--- src/rtl/config_mem_unit.sv ---
// Configuration memory stage: captures a config word on a write_en rising edge,
// validates it, commits it to a persistent register and rotates the system key.
module config_mem_unit #(
  parameter logic [1:0] KEY_INIT = 2'b10,
  parameter int         CNT_W    = 8
) (
  input  logic             clk,
  input  logic             arst,
  input  logic             write_en,
  input  logic [34:0]      configin,
  output logic [1:0]       syskey,
  output logic [34:0]      config_q,
  output logic             valid,
  output logic             busy,
  output logic             err,
  output logic [CNT_W-1:0] commit_cnt,
  output logic [1:0]       dbg_state
);

  typedef enum logic [1:0] {
    IDLE   = 2'b00,
    CHECK  = 2'b01,
    COMMIT = 2'b10,
    HOLD   = 2'b11
  } state_t;

  state_t      state_q;
  state_t      state_d;
  logic        write_en_d;
  logic [34:0] shadow;
  logic        write_evt;
  logic        word_ok;

  function automatic logic [CNT_W-1:0] sat_inc(input logic [CNT_W-1:0] c);
    return (&c) ? c : c + 1'b1;
  endfunction

  assign write_evt = write_en & ~write_en_d;
  assign word_ok   = (shadow[34:32] != 3'b111) && (shadow[15:0] != 16'h0000);
  assign busy      = (state_q != IDLE);
  assign dbg_state = state_q;

  always_comb begin
    state_d = state_q;
    case (state_q)
      IDLE:    if (write_evt) state_d = CHECK;
      CHECK:   state_d = word_ok ? COMMIT : HOLD;
      COMMIT:  state_d = HOLD;
      HOLD:    if (!write_en) state_d = IDLE;
      default: state_d = IDLE;
    endcase
  end

  always_ff @(posedge clk) begin
    if (arst) begin
      state_q    <= IDLE;
      write_en_d <= 1'b0;
      shadow     <= '0;
      config_q   <= '0;
      valid      <= 1'b0;
      err        <= 1'b0;
      commit_cnt <= '0;
      syskey     <= KEY_INIT;
    end else begin
      state_q    <= state_d;
      write_en_d <= write_en;
      case (state_q)
        IDLE: begin
          if (write_evt) begin
            shadow <= configin;
            err    <= 1'b0;
          end
        end
        CHECK: begin
          if (!word_ok) err <= 1'b1;
        end
        // commit stage: key rotation makes the current password single-use
        COMMIT: begin
          config_q   <= shadow;
          valid      <= 1'b1;
          commit_cnt <= sat_inc(commit_cnt);
          syskey     <= syskey + 2'b01;
        end
        default: ;
      endcase
    end
  end

endmodule

--- config.mk ---
export PLATFORM = sky130hd
export DESIGN_NAME = config_mem_unit
export DESIGN_NICKNAME = d
export VERILOG_FILES = /design/src/rtl/config_mem_unit.sv
export SDC_FILE = /design/constraint.sdc
export NUM_CORES = 1
export LEC_CHECK = 0
export BUFFER_PORTS_ARGS = -buffer_cell sky130_fd_sc_hd__buf_2
export CORE_MARGIN = 2
export CORE_UTILIZATION = 47
export CTS_CLUSTER_DIAMETER = 60
export CTS_CLUSTER_SIZE = 40
export DETAILED_ROUTE_END_ITERATION = 10
export PLACE_DENSITY_LB_ADDON = 0.15
export SYNTH_ARGS = -nofsm -noshare
export SYNTH_HDL_FRONTEND = slang
export SYNTH_SLANG_ARGS = --single-unit
--- constraint.sdc ---
create_clock -name clk -period 1.4 [get_ports clk]
set_input_delay 0.21 -clock clk [delete_from_list [all_inputs] [get_ports clk]]
set_output_delay 0.21 -clock clk [all_outputs]
set_load 0.05 [all_outputs]
==> report_table.html, run 1 <==
<table>
<tr><th>Metric</th><th>Value</th></tr>
<tr><th colspan="2">Clocking</th></tr>
<tr><td>Clock Latency Late Sink</td><td>about 0.35 ns</td></tr>
<tr><td>Number of clock buffers inserted by TritonCTS</td><td>9</td></tr>
<tr><td>Htree depth</td><td>3</td></tr>
<tr><td>Number of sinks handled by clock tree synthesis</td><td>85</td></tr>
<tr><td>Cell at the root of the clock tree</td><td>sky130_fd_sc_hd__clkbuf_8</td></tr>
<tr><td>Longest Clk Path Bufs</td><td>2</td></tr>
<tr><td>TritonCTS clock tree</td><td>done</td></tr>
<tr><td>Register clock-pin slew on the reported worst setup and hold paths</td><td>approximately 0.09 ns</td></tr>
<tr><td>Cts-stage hold buffer count</td><td>0</td></tr>
<tr><th colspan="2">Die</th></tr>
<tr><td>Die X</td><td>86.91 um</td></tr>
<tr><td>I/O pin count</td><td>88</td></tr>
<tr><td>Vertical extent of the die</td><td>86.91 um</td></tr>
<tr><td>Core region area</td><td>6719 um^2</td></tr>
<tr><td>DIE AREA</td><td>around 7600 um^2</td></tr>
<tr><td># rows</td><td>30</td></tr>
<tr><td>Initial cell density of the core</td><td>0.4808</td></tr>
<tr><th colspan="2">Global route</th></tr>
<tr><td>Via count of the first global-routing pass</td><td>around 2400</td></tr>
<tr><td>Most heavily used metal layer in global routing</td><td>met2</td></tr>
<tr><td>Pin count of the biggest net entering global routing</td><td>34</td></tr>
<tr><td>Total routing usage reported by global routing</td><td>0.1917</td></tr>
<tr><td>Wire length of the first global-routing pass</td><td>approximately 11000 um</td></tr>
<tr><td>Global Route met2 Usage</td><td>0.2935</td></tr>
<tr><td>Met1 track demand over resource in global routing</td><td>0.2602</td></tr>
<tr><td>Global-route congestion overflow total</td><td>0</td></tr>
<tr><td>Number of antenna violations at the first check in global routing</td><td>0</td></tr>
<tr><td>Met3 layer usage reported by global route</td><td>0.04171</td></tr>
<tr><th colspan="2">Place</th></tr>
<tr><td>Input/output buffers</td><td>between 80 and 90</td></tr>
<tr><td>Post-DP HPWL</td><td>between 4000 and 5000 um</td></tr>
<tr><td>Placed Cells incl. Taps</td><td>~520</td></tr>
<tr><td>Weighted congestion at the end of routability-driven global placement</td><td>approximately 0.85</td></tr>
<tr><th colspan="2">Routing</th></tr>
<tr><td>Total wirelength of the detailed-routed design</td><td>around 7300 um</td></tr>
<tr><td>Detailed-route DRC error count</td><td>0</td></tr>
<tr><td>Total via count in the routed design</td><td>between 2000 and 3000</td></tr>
<tr><td>Drt first-iter violations</td><td>between 100 and 150</td></tr>
<tr><td>Number of vias per cell</td><td>about 5.0</td></tr>
<tr><td>Count of nets left with antenna violations after detail routing</td><td>0</td></tr>
<tr><td>WL/cell</td><td>roughly 14 um</td></tr>
<tr><td>Drt pass-1 iters</td><td>4</td></tr>
<tr><th colspan="2">Worst setup path</th></tr>
<tr><td>Family with the most delay on the worst path</td><td>buffers and inverters</td></tr>
<tr><td>Arrival time reported for the critical path endpoint</td><td>~1.3 ns</td></tr>
<tr><td>Crit path largest cell delay</td><td>between 0.3 and 0.4 ns</td></tr>
<tr><td>Buffer and inverter count on the worst path</td><td>4</td></tr>
<tr><td>Slowest cell on the critical path</td><td>sky130_fd_sc_hd__dfxtp_4</td></tr>
<tr><td>Nature of the critical path startpoint</td><td>register</td></tr>
<tr><td>Ordered cell list for the critical path</td><td>inv_6 &gt; ha_4 &gt; clkinvlp_4 &gt; buf_6 &gt; buf_12</td></tr>
<tr><td>Maximum fanout along the worst path</td><td>3</td></tr>
<tr><td>Required time of the critical path</td><td>1.19 ns</td></tr>
<tr><td>Sort of element at the end of the critical path</td><td>primary output</td></tr>
<tr><td>Crit Path Category</td><td>reg -&gt; out</td></tr>
<tr><th colspan="2">Cells and area</th></tr>
<tr><td>Number of antenna cells inserted</td><td>0</td></tr>
<tr><td>Proportion of layout cells with a drive suffix above 1</td><td>0.3435</td></tr>
<tr><td>Final cell count without fillers</td><td>between 500 and 600</td></tr>
<tr><td>Area growth syn-to-layout</td><td>30.44%</td></tr>
<tr><td>Nets@finish</td><td>around 500</td></tr>
<tr><th colspan="2">Power</th></tr>
<tr><td>Power density of the placed cells</td><td>1821 nW/um^2</td></tr>
<tr><td>Largest voltage drop on the vdd net</td><td>0.001066 V</td></tr>
<tr><td>Leakage power</td><td>1.777 nW</td></tr>
<tr><th colspan="2">Logic synthesis</th></tr>
<tr><td>Number of warnings reported in the yosys synthesis log</td><td>0</td></tr>
<tr><td>Sequential share of the synthesized area</td><td>0.5267</td></tr>
<tr><td>Post-synthesis async set-or-reset flop share</td><td>0</td></tr>
<tr><td>Syn_area_per_cell</td><td>between 9 and 10 um^2</td></tr>
<tr><td>Count of flip-flops with a built-in enable after synthesis</td><td>0</td></tr>
<tr><td>Yosys cell types</td><td>36</td></tr>
<tr><td>Number of nets produced by synthesis</td><td>396</td></tr>
<tr><td>Number of storage elements in the synthesis netlist</td><td>85</td></tr>
<tr><td>Primary FF master, synth</td><td>sky130_fd_sc_hd__dfxtp_1</td></tr>
<tr><td>Cells after Synth</td><td>around 350</td></tr>
<tr><td>Summed instance area of the synthesized netlist</td><td>around 3200 um^2</td></tr>
<tr><th colspan="2">Timing</th></tr>
<tr><td>Number of setup violations in the final report</td><td>1</td></tr>
<tr><td>Number of max-slew violations in the final report</td><td>0</td></tr>
<tr><td>Unrepaired setup endpoints after global routing</td><td>yes</td></tr>
<tr><td>Worst slew slack as a fraction of its limit</td><td>0.8075</td></tr>
<tr><td>Period Utilization, post-route</td><td>1.059</td></tr>
<tr><td>FMAX</td><td>between 600 and 700 MHz</td></tr>
<tr><td>Setup WS post-layout</td><td>-0.08217 ns</td></tr>
<tr><td>Hold violation count in the final report</td><td>0</td></tr>
<tr><td>Worst clock skew</td><td>roughly 0.013 ns</td></tr>
<tr><td>Final-layout setup total negative slack</td><td>-0.08217 ns</td></tr>
<tr><td>Final worst path period need</td><td>between 1 and 1.5 ns</td></tr>
<tr><td>Worst-margin pin slew</td><td>~0.29 ns</td></tr>
<tr><th colspan="2">Flow run</th></tr>
<tr><td>Max-capacitance violation count</td><td>0</td></tr>
<tr><th colspan="2">Min path</th></tr>
<tr><td>Kind of path behind the tightest hold check</td><td>in -&gt; reg</td></tr>
<tr><th colspan="2">Status</th></tr>
<tr><td>Result of the run</td><td>finished with violations</td></tr>
<tr><td>Failing checks</td><td>negative setup slack</td></tr>
</table>
metrics by stage:
step | power [mW] | hold slack, ns | setup slack [ns] | utilization | instance area, um^2
2_1_floorplan | 4.950 | 0.3382 | -0.2807 | - | 3299
3_3_place_gp | 5.608 | 0.4437 | -0.03686 | 0.5767 | 3875
3_5_place_dp | 5.654 | 0.4516 | -0.04374 | 0.5767 | 3875
4_1_cts | 7.468 | 0.08102 | -0.08399 | 0.6123 | 4114
5_1_grt | 8.097 | 0.09535 | -0.1345 | 0.6272 | 4214
6_report | 7.672 | 0.09335 | -0.08217 | 0.6272 | 4214
routing by layer:
| layer | wire length [um] | share of wire | vias up |
|---|---|---|---|
| met5 | 0 | 0 | - |
| met4 | 136 | 0.019 | 0 |
| met3 | 299 | 0.041 | 11 |
| met2 | 3348 | 0.46 | 69 |
| met1 | 3473 | 0.48 | 1217 |
| li1 | - | - | 1376 |
kinds of logic (layout without fill, tap and decap cells):
kind of cell | after synthesis | after routing | synth area share
AO/OA/AOI/OAI | 52 | 52 | 0.09759
multiplexers | 37 | 37 | 0.1146
adder cells (fa/ha/maj) | 5 | 5 | 0.01936
buffers and inverters | 28 | 132 | 0.04415
XOR/XNOR | 5 | 5 | 0.01355
AND/OR/NAND/NOR | 141 | 141 | 0.1840
flip-flops | 85 | 85 | 0.5267
cells in the mapped netlist, types with 3 or more instances:
cell / instances / area [um^2]
sky130_fd_sc_hd__buf_2: 6 / 30.03
sky130_fd_sc_hd__nor4_1: 4 / 25.02
sky130_fd_sc_hd__nand2_1: 74 / 277.8
sky130_fd_sc_hd__clkbuf_1: 6 / 22.52
sky130_fd_sc_hd__ha_1: 5 / 62.56
sky130_fd_sc_hd__nor2_1: 46 / 172.7
sky130_fd_sc_hd__mux2i_1: 37 / 370.4
sky130_fd_sc_hd__o21ai_0: 3 / 15.01
sky130_fd_sc_hd__a31oi_1: 3 / 18.77
sky130_fd_sc_hd__a21oi_1: 38 / 190.2
sky130_fd_sc_hd__inv_1: 6 / 22.52
sky130_fd_sc_hd__buf_1: 3 / 11.26
sky130_fd_sc_hd__dfxtp_1: 85 / 1702
sky130_fd_sc_hd__xnor2_1: 4 / 35.03
sky130_fd_sc_hd__buf_4: 6 / 45.04
worst paths after layout:
kind | startpoint | endpoint | slack, ns | depth (start not counted)
setup / recovery | dbg_state[0] | busy | -0.08 | 5
hold / removal | configin[30] | shadow[30] | 0.09 | 3
setup reg to reg | dbg_state[0] | shadow[21] | 0 | 7
hold reg to reg | shadow[20] | shadow[20] | 0.46 | 2
power breakdown:
part           internal, mW  leakage [nW]  switching, mW  total, mW
Combinational          1.31         0.983           1.71       3.02
Clock                 0.836        0.0973          0.842       1.68
Sequential             2.74         0.696          0.238       2.98
Total                  4.89          1.78           2.79       7.67
flip-flops by register name (all words and copies together) (netlist names):
register and count:
commit_cnt 8, config_q 35, dbg_state 2, err 1
shadow 35, syskey 2, valid 1, write_en_d 1
placed cells by master, fill, tap and decap left out, drive strengths merged, types with 2 or more instances in the layout:
master / instances
clkinvlp: 2
a211oi: 2
dfxtp: 85
o21ai: 3
nand2: 74
xnor2: 4
nor3: 2
a31oi: 3
nand3: 2
nor4: 4
clkinv: 2
and4: 3
o21bai: 2
ha: 5
clkbuf: 11
nor2: 47
a21oi: 38
mux2i: 37
buf: 112
nor2b: 2
nand4: 2
inv: 5
worst register-to-register path, delay by kind of cell (launching register included):
| family | cells | cell delay, ns |
|---|---|---|
| adders and majority gates | 1 | 0.14 |
| and+or+nand+nor | 2 | 0.30 |
| DFF | 1 | 0.36 |
| buffers and inverters | 3 | 0.40 |
| AOI/OAI and AO/OA | 1 | 0.14 |
timing repair:
action / CTS / global route
setup buffers: 3 / 2
pin swaps: 1 / 6
setup endpoints to repair: 41 / 53
gates resized for setup: 7 / 18
area by class of cell:
class	instances	area, um^2
fill	592	2505
sequential	85	1724
multi-input combinational	240	1473
timing repair buffer	112	691.9
clock buffer	11	173.9
tap	80	100.1
inverter	6	33.78
clock inverter	3	17.52
(Power assumes the default switching activity.)
==> run 2, diff against run 1 <==
--- a/config.mk
+++ b/config.mk
@@ -11,7 +11,9 @@
 export CTS_CLUSTER_DIAMETER = 60
 export CTS_CLUSTER_SIZE = 40
 export DETAILED_ROUTE_END_ITERATION = 10
-export PLACE_DENSITY_LB_ADDON = 0.15
+export HOLD_SLACK_MARGIN = 0.1
+export PLACE_DENSITY = 0.76
+export SKIP_LAST_GASP = 1
 export SYNTH_ARGS = -nofsm -noshare
 export SYNTH_HDL_FRONTEND = slang
 export SYNTH_SLANG_ARGS = --single-unit
==> run 2 against run 1 <==
Largest power group unchanged. The run still ends with negative setup slack left. Register-to-register slack got worse by 0.05 ns. Sequential cell count unchanged. Maximum frequency decreased by 0.22%. Design area increased by 6.3%. Highest routed layer unchanged.
==> report_table.html, run 2 (synthesized netlist as in run 1, its figures left out) <==
<table>
<tr><th>Metric</th><th>Value</th></tr>
<tr><th colspan="2">Global route</th></tr>
<tr><td>Wire length of the first global-routing pass</td><td>12350 um</td></tr>
<tr><td>Pin count of the biggest net entering global routing</td><td>24</td></tr>
<tr><td>Number of antenna violations at the first check in global routing</td><td>0</td></tr>
<tr><td>Via count of the first global-routing pass</td><td>~2700</td></tr>
<tr><td>Total routing usage reported by global routing</td><td>0.2092</td></tr>
<tr><td>Global-route congestion overflow total</td><td>0</td></tr>
<tr><th colspan="2">Clocking</th></tr>
<tr><td>Htree depth</td><td>3</td></tr>
<tr><td>Clock Latency Late Sink</td><td>about 0.35 ns</td></tr>
<tr><td>Cell at the root of the clock tree</td><td>sky130_fd_sc_hd__clkbuf_8</td></tr>
<tr><td>Register clock-pin slew on the reported worst setup and hold paths</td><td>roughly 0.090 ns</td></tr>
<tr><td>Longest Clk Path Bufs</td><td>2</td></tr>
<tr><td>Number of sinks handled by clock tree synthesis</td><td>85</td></tr>
<tr><td>TritonCTS clock tree</td><td>done</td></tr>
<tr><td>Number of clock buffers inserted by TritonCTS</td><td>9</td></tr>
<tr><th colspan="2">Status</th></tr>
<tr><td>Failing checks</td><td>negative setup slack</td></tr>
<tr><td>Result of the run</td><td>finished with violations</td></tr>
<tr><th colspan="2">Timing</th></tr>
<tr><td>Setup WS post-layout</td><td>-0.08550 ns</td></tr>
<tr><td>Worst-margin pin slew</td><td>0.5048 ns</td></tr>
<tr><td>Period Utilization, post-route</td><td>1.061</td></tr>
<tr><td>Final worst path period need</td><td>1.486 ns</td></tr>
<tr><td>Worst clock skew</td><td>approximately 0.0097 ns</td></tr>
<tr><td>Number of setup violations in the final report</td><td>37</td></tr>
<tr><td>Number of max-slew violations in the final report</td><td>0</td></tr>
<tr><td>Hold violation count in the final report</td><td>0</td></tr>
<tr><td>Unrepaired setup endpoints after global routing</td><td>yes</td></tr>
<tr><td>Worst slew slack as a fraction of its limit</td><td>0.6635</td></tr>
<tr><td>Hold WS</td><td>0.1056 ns</td></tr>
<tr><td>FMAX</td><td>between 600 and 700 MHz</td></tr>
<tr><th colspan="2">Min path</th></tr>
<tr><td>Kind of path behind the tightest hold check</td><td>in -&gt; reg</td></tr>
<tr><th colspan="2">Worst setup path</th></tr>
<tr><td>Arrival time reported for the critical path endpoint</td><td>about 1.3 ns</td></tr>
<tr><td>Sort of element at the end of the critical path</td><td>primary output</td></tr>
<tr><td>Required time of the critical path</td><td>roughly 1.2 ns</td></tr>
<tr><td>Nature of the critical path startpoint</td><td>register</td></tr>
<tr><td>Crit Path Category</td><td>reg -&gt; out</td></tr>
<tr><td>Maximum fanout along the worst path</td><td>4</td></tr>
<tr><th colspan="2">Cells and area</th></tr>
<tr><td>Highest-count cells in the layout ignoring fill and taps</td><td>sky130_fd_sc_hd__buf_2, sky130_fd_sc_hd__dfxtp_1, sky130_fd_sc_hd__nand2_1</td></tr>
<tr><td>Area used by sequential logic in the layout</td><td>1724 um^2</td></tr>
<tr><td>Number of antenna cells inserted</td><td>0</td></tr>
<tr><td>Combined area of the multi-input logic cells</td><td>1515 um^2</td></tr>
<tr><td>Leading cell type in the layout, fill and taps excluded</td><td>sky130_fd_sc_hd__buf_2</td></tr>
<tr><td>Proportion of layout cells with a drive suffix above 1</td><td>0.3480</td></tr>
<tr><td>Number of fill cells</td><td>roughly 530</td></tr>
<tr><td>Largest registers</td><td>config_q: 35 flops, shadow: 35 flops, commit_cnt: 8 flops</td></tr>
<tr><td>Area growth syn-to-layout</td><td>38.61%</td></tr>
<tr><td>Nets@finish</td><td>around 520</td></tr>
<tr><th colspan="2">Routing</th></tr>
<tr><td>WL/cell</td><td>13.95 um</td></tr>
<tr><td>Count of nets left with antenna violations after detail routing</td><td>0</td></tr>
<tr><td>Drt pass-1 iters</td><td>4</td></tr>
<tr><td>Detailed-route DRC error count</td><td>0</td></tr>
<tr><td>Total via count in the routed design</td><td>2844</td></tr>
<tr><td>Drt first-iter violations</td><td>94</td></tr>
<tr><td>Number of vias per cell</td><td>about 5.1</td></tr>
<tr><td>Total wirelength of the detailed-routed design</td><td>between 7000 and 8000 um</td></tr>
<tr><th colspan="2">Power</th></tr>
<tr><td>Leakage power</td><td>between 1.5 and 2 nW</td></tr>
<tr><td>Power density of the placed cells</td><td>between 1500 and 2000 nW/um^2</td></tr>
<tr><td>Largest voltage drop on the vdd net</td><td>between 0.0009 and 0.001 V</td></tr>
<tr><th colspan="2">Die</th></tr>
<tr><td># rows</td><td>30</td></tr>
<tr><td>Die X</td><td>~87 um</td></tr>
<tr><td>Core region area</td><td>around 6700 um^2</td></tr>
<tr><td>Vertical extent of the die</td><td>slightly below 90 um</td></tr>
<tr><td>Initial cell density of the core</td><td>0.4808</td></tr>
<tr><td>DIE AREA</td><td>between 7000 and 8000 um^2</td></tr>
<tr><td>I/O pin count</td><td>a little under 90</td></tr>
<tr><th colspan="2">Place</th></tr>
<tr><td>Setup slack after placement</td><td>-0.06263 ns</td></tr>
<tr><td>Input/output buffers</td><td>87</td></tr>
<tr><td>Weighted congestion at the end of routability-driven global placement</td><td>~0.85</td></tr>
<tr><td>Post-DP HPWL</td><td>a little over 5000 um</td></tr>
<tr><th colspan="2">Flow run</th></tr>
<tr><td>Max-capacitance violation count</td><td>0</td></tr>
</table>
==> run 2: cell count changes in the layout (fill, tap and decap cells not counted), moves of 5 or more <==
cell,before,now
sky130_fd_sc_hd__dlygate4sd3_1,0,20
sky130_fd_sc_hd__nand2_4,0,5
sky130_fd_sc_hd__a21oi_1,38,32
sky130_fd_sc_hd__a21oi_2,0,6
sky130_fd_sc_hd__nand2_1,74,67
sky130_fd_sc_hd__buf_4,18,12
==> run 2: area by class of cell <==
cell class | instances | area share
Timing Repair Buffer | 130 | 0.2034
Multi-Input combinational cell | 240 | 0.3384
Clock inverter | 7 | 0.01621
Clock buffer | 9 | 0.02766
Sequential cell | 85 | 0.3850
Tap cell | 80 | 0.02235
Inverter | 6 | 0.006985
==> run 2: stage by stage <==
stage | std cells | power, mW | setup TNS, ns | utilization | instance area (um^2)
after floorplan | 353 | 4.950 | -9.392 | - | 3299
after global placement | 515 | 5.518 | 0 | 0.5790 | 3890
after detailed placement | 515 | 5.597 | -1.191 | 0.5790 | 3890
after CTS | 555 | 7.556 | -0.2285 | 0.6493 | 4363
after global routing | 557 | 8.136 | -2.960 | 0.6665 | 4478
final | 557 | 7.723 | -0.7998 | 0.6665 | 4478
==> run 2: what timing repair did <==
action,4_1_cts,5_1_grt
buffers inserted,4,2
endpoints found under the hold margin,20,0
pin swaps,1,6
resized for setup,11,25
setup endpoints to repair,59,61
hold buffers,20,0
==> run 2: report_power, final <==
group	switching (mW)	internal [mW]	total (mW)	leakage [nW]
Sequential	0.255	2.74	3.00	0.696
Clock	0.886	0.830	1.72	0.0966
Combinational	1.74	1.27	3.01	1.09
Total	2.88	4.84	7.72	1.89
==> run 2: path summary, 6_finish.rpt <==
kind	start	depth (start not counted)	to	slack [ns]
worst min-delay path	configin[10]	3	shadow[10]	0.11
worst max register to register	dbg_state[0]	7	shadow[1]	-0.05
worst max-delay path	dbg_state[0]	4	busy	-0.09
worst min register to register	shadow[31]	2	shadow[31]	0.46
==> run 2: metal layers <==
metal	up-vias	routed length, um	track usage
li1	1414	-	-
met1	1338	3347	0.2619
met2	78	3843	0.3456
met3	14	441	0.04834
met4	0	138	0.08949
met5	-	0	0
==> run 2: critical path: stages (launching register included) <==
cell and delay, ns:
sky130_fd_sc_hd__dfxtp_4 0.37, sky130_fd_sc_hd__inv_4 0.08, sky130_fd_sc_hd__ha_4 0.15, sky130_fd_sc_hd__clkinvlp_4 0.15, sky130_fd_sc_hd__buf_8 0.18
==> run 3, diff against run 2 <==
--- a/config.mk
+++ b/config.mk
@@ -12,6 +12,7 @@
 export CTS_CLUSTER_SIZE = 40
 export DETAILED_ROUTE_END_ITERATION = 10
 export HOLD_SLACK_MARGIN = 0.1
+export MAX_ROUTING_LAYER = met4
 export PLACE_DENSITY = 0.76
 export SKIP_LAST_GASP = 1
 export SYNTH_ARGS = -nofsm -noshare
==> run 3 against run 2 <==
Critical endpoint unchanged. Clock skew about the same. Clock power about the same. Critical path type unchanged. Sequential cell count unchanged. Maximum frequency increased by 0.33%. Critical path depth unchanged. Highest routed layer unchanged. Largest power group is now sequential cells. The run still ends with negative setup slack left.
==> report_table.html, run 3 (synthesized netlist as in run 1, its figures left out) <==
<table>
<tr><th>Metric</th><th>Value</th></tr>
<tr><th colspan="2">Timing</th></tr>
<tr><td>Setup WS post-layout</td><td>-0.08057 ns</td></tr>
<tr><td>Unrepaired setup endpoints after global routing</td><td>yes</td></tr>
<tr><td>Number of max-slew violations in the final report</td><td>0</td></tr>
<tr><td>Number of setup violations in the final report</td><td>36</td></tr>
<tr><td>Final worst path period need</td><td>about 1.5 ns</td></tr>
<tr><td>Hold WS</td><td>between 0.1 and 0.15 ns</td></tr>
<tr><td>Worst clock skew</td><td>slightly above 0.01 ns</td></tr>
<tr><td>Hold violation count in the final report</td><td>0</td></tr>
<tr><td>Final-layout setup total negative slack</td><td>-1.333 ns</td></tr>
<tr><td>FMAX</td><td>around 680 MHz</td></tr>
<tr><td>Worst-margin pin slew</td><td>0.4943 ns</td></tr>
<tr><td>Worst slew slack as a fraction of its limit</td><td>0.6705</td></tr>
<tr><td>Period Utilization, post-route</td><td>1.058</td></tr>
<tr><th colspan="2">Die</th></tr>
<tr><td>Vertical extent of the die</td><td>86.91 um</td></tr>
<tr><td># rows</td><td>30</td></tr>
<tr><td>Initial cell density of the core</td><td>0.4808</td></tr>
<tr><td>DIE AREA</td><td>about 7600 um^2</td></tr>
<tr><td>Core region area</td><td>6719 um^2</td></tr>
<tr><td>Die X</td><td>a little under 90 um</td></tr>
<tr><td>I/O pin count</td><td>88</td></tr>
<tr><th colspan="2">Worst setup path</th></tr>
<tr><td>Crit path largest cell delay</td><td>approximately 0.37 ns</td></tr>
<tr><td>Sort of element at the end of the critical path</td><td>primary output</td></tr>
<tr><td>Nature of the critical path startpoint</td><td>register</td></tr>
<tr><td>Maximum fanout along the worst path</td><td>4</td></tr>
<tr><td>Buffer and inverter count on the worst path</td><td>3</td></tr>
<tr><td>Arrival time reported for the critical path endpoint</td><td>1.27 ns</td></tr>
<tr><td>Family with the most delay on the worst path</td><td>buffers and inverters</td></tr>
<tr><td>Ordered cell list for the critical path</td><td>inv_4 &gt; ha_4 &gt; clkinvlp_4 &gt; buf_8</td></tr>
<tr><td>Required time of the critical path</td><td>approximately 1.2 ns</td></tr>
<tr><td>Slowest cell on the critical path</td><td>sky130_fd_sc_hd__dfxtp_4</td></tr>
<tr><td>Crit Path Category</td><td>reg -&gt; out</td></tr>
<tr><th colspan="2">Routing</th></tr>
<tr><td>Drt first-iter violations</td><td>99</td></tr>
<tr><td>Number of vias per cell</td><td>just over 5</td></tr>
<tr><td>Detailed-route DRC error count</td><td>0</td></tr>
<tr><td>Count of nets left with antenna violations after detail routing</td><td>0</td></tr>
<tr><td>WL/cell</td><td>around 14 um</td></tr>
<tr><td>Total via count in the routed design</td><td>2811</td></tr>
<tr><td>Drt pass-1 iters</td><td>5</td></tr>
<tr><td>Total wirelength of the detailed-routed design</td><td>7623 um</td></tr>
<tr><th colspan="2">Cells and area</th></tr>
<tr><td>Number of antenna cells inserted</td><td>0</td></tr>
<tr><td>Nets@finish</td><td>roughly 520</td></tr>
<tr><td>Largest registers</td><td>config_q: 35 flops, shadow: 35 flops, commit_cnt: 8 flops</td></tr>
<tr><td>Highest-count cells in the layout ignoring fill and taps</td><td>sky130_fd_sc_hd__buf_2, sky130_fd_sc_hd__dfxtp_1, sky130_fd_sc_hd__nand2_1</td></tr>
<tr><td>Proportion of layout cells with a drive suffix above 1</td><td>0.3201</td></tr>
<tr><td>Leading cell type in the layout, fill and taps excluded</td><td>sky130_fd_sc_hd__buf_2</td></tr>
<tr><td>Area growth syn-to-layout</td><td>36.56%</td></tr>
<tr><th colspan="2">Clocking</th></tr>
<tr><td>Number of sinks handled by clock tree synthesis</td><td>85</td></tr>
<tr><td>Clock Latency Late Sink</td><td>0.34 ns</td></tr>
<tr><td>Register clock-pin slew on the reported worst setup and hold paths</td><td>~0.090 ns</td></tr>
<tr><td>TritonCTS clock tree</td><td>done</td></tr>
<tr><td>Cell at the root of the clock tree</td><td>sky130_fd_sc_hd__clkbuf_8</td></tr>
<tr><td>Longest Clk Path Bufs</td><td>2</td></tr>
<tr><td>Number of clock buffers inserted by TritonCTS</td><td>9</td></tr>
<tr><td>Htree depth</td><td>3</td></tr>
<tr><th colspan="2">Power</th></tr>
<tr><td>Share of power burned in combinational logic</td><td>0.383</td></tr>
<tr><td>Share of total power consumed by net switching</td><td>0.3693</td></tr>
<tr><td>Leakage power</td><td>about 1.9 nW</td></tr>
<tr><td>Internal power</td><td>4.795 mW</td></tr>
<tr><td>Power density of the placed cells</td><td>about 1700 nW/um^2</td></tr>
<tr><td>Portion of total power attributed to sequential cells</td><td>0.392</td></tr>
<tr><td>Switch Pwr</td><td>about 2.8 mW</td></tr>
<tr><td>Power consumption</td><td>about 7.6 mW</td></tr>
<tr><td>Largest voltage drop on the vdd net</td><td>between 0.0009 and 0.001 V</td></tr>
<tr><td>Clk pwr share</td><td>0.225</td></tr>
<tr><th colspan="2">Place</th></tr>
<tr><td>Input/output buffers</td><td>87</td></tr>
<tr><td>Weighted congestion at the end of routability-driven global placement</td><td>0.8665</td></tr>
<tr><td>Post-DP HPWL</td><td>5101 um</td></tr>
<tr><th colspan="2">Global route</th></tr>
<tr><td>Number of antenna violations at the first check in global routing</td><td>0</td></tr>
<tr><td>Global-route congestion overflow total</td><td>0</td></tr>
<tr><td>Pin count of the biggest net entering global routing</td><td>24</td></tr>
<tr><td>Via count of the first global-routing pass</td><td>between 2000 and 3000</td></tr>
<tr><td>Wire length of the first global-routing pass</td><td>about 12000 um</td></tr>
<tr><td>Total routing usage reported by global routing</td><td>0.2160</td></tr>
<tr><th colspan="2">Status</th></tr>
<tr><td>Failing checks</td><td>negative setup slack</td></tr>
<tr><td>Result of the run</td><td>finished with violations</td></tr>
<tr><th colspan="2">Flow run</th></tr>
<tr><td>Max-capacitance violation count</td><td>0</td></tr>
<tr><th colspan="2">Min path</th></tr>
<tr><td>Kind of path behind the tightest hold check</td><td>in -&gt; reg</td></tr>
</table>
-- run 3: changes by cell type in the layout (fill, tap and decap cells not counted), sizes merged --
cell,delta
dlygate4sd3,+1
-- run 3: power by group through the flow --
| stage | combinational [mW] | sequential, mW | clock (mW) |
|---|---|---|---|
| global route | 3.15 | 3.02 | 1.86 |
| finish | 2.91 | 2.98 | 1.71 |
| detailed placement | 2.56 | 3.04 | 0 |
| floorplan | 1.51 | 3.44 | 0 |
| global placement | 2.50 | 3.02 | 0 |
| CTS | 2.84 | 2.97 | 1.74 |
-- run 3: path summary, 6_finish.rpt --
| path | start | to | slack (ns) | depth (start not counted) |
|---|---|---|---|---|
| worst max-delay path | dbg_state[0] | busy | -0.08 | 4 |
| worst min-delay path | configin[7] | shadow[7] | 0.11 | 3 |
| worst max register to register | dbg_state[0] | shadow[1] | -0.06 | 7 |
| worst min register to register | shadow[21] | shadow[21] | 0.46 | 2 |
-- run 3: timing repair --
item	4_1_cts	5_1_grt
setup endpoints to repair	59	61
endpoints found under the hold margin	20	1
pin swaps	1	7
buffers inserted	4	2
hold buffers	20	1
gates resized for setup	11	4
-- run 3: through the flow --
stage	cells	setup slack, ns	area, um^2	util
final	558	-0.08057	4412	0.6566
after global routing	558	-0.1339	4412	0.6566
after CTS	555	-0.05368	4363	0.6493
after detailed placement	515	-0.06263	3890	0.5790
after global placement	515	0.005146	3890	0.5790
after floorplan	353	-0.2807	3299	-
-- run 3: layer usage --
| metal | global-route usage | vias to the layer above | routed length (um) |
|---|---|---|---|
| li1 | - | 1414 | - |
| met2 | 0.3456 | 68 | 3766 |
| met3 | 0.05782 | 13 | 360 |
| met4 | 0.07670 | 0 | 142 |
| met1 | 0.2631 | 1316 | 3354 |
| met5 | - | - | 0 |
-- run 3: worst reg2reg max path, stage by stage (launching register included) --
cell and delay [ns]:
sky130_fd_sc_hd__dfxtp_4 0.37, sky130_fd_sc_hd__inv_4 0.08, sky130_fd_sc_hd__ha_4 0.15, sky130_fd_sc_hd__clkinvlp_4 0.14, sky130_fd_sc_hd__or2_4 0.32, sky130_fd_sc_hd__buf_8 0.15, sky130_fd_sc_hd__nand2_1 0.08, sky130_fd_sc_hd__a21oi_1 0.06
-- run 3: cell type report --
cell class                      instances  area (um^2)
Tap cell                               80        100.1
Timing Repair Buffer                  131        909.6
Inverter                                6        31.28
Clock buffer                            9        123.9
Fill cell                             542         2307
Clock inverter                          7        72.57
Multi-Input combinational cell        240         1450
Sequential cell                        85         1724
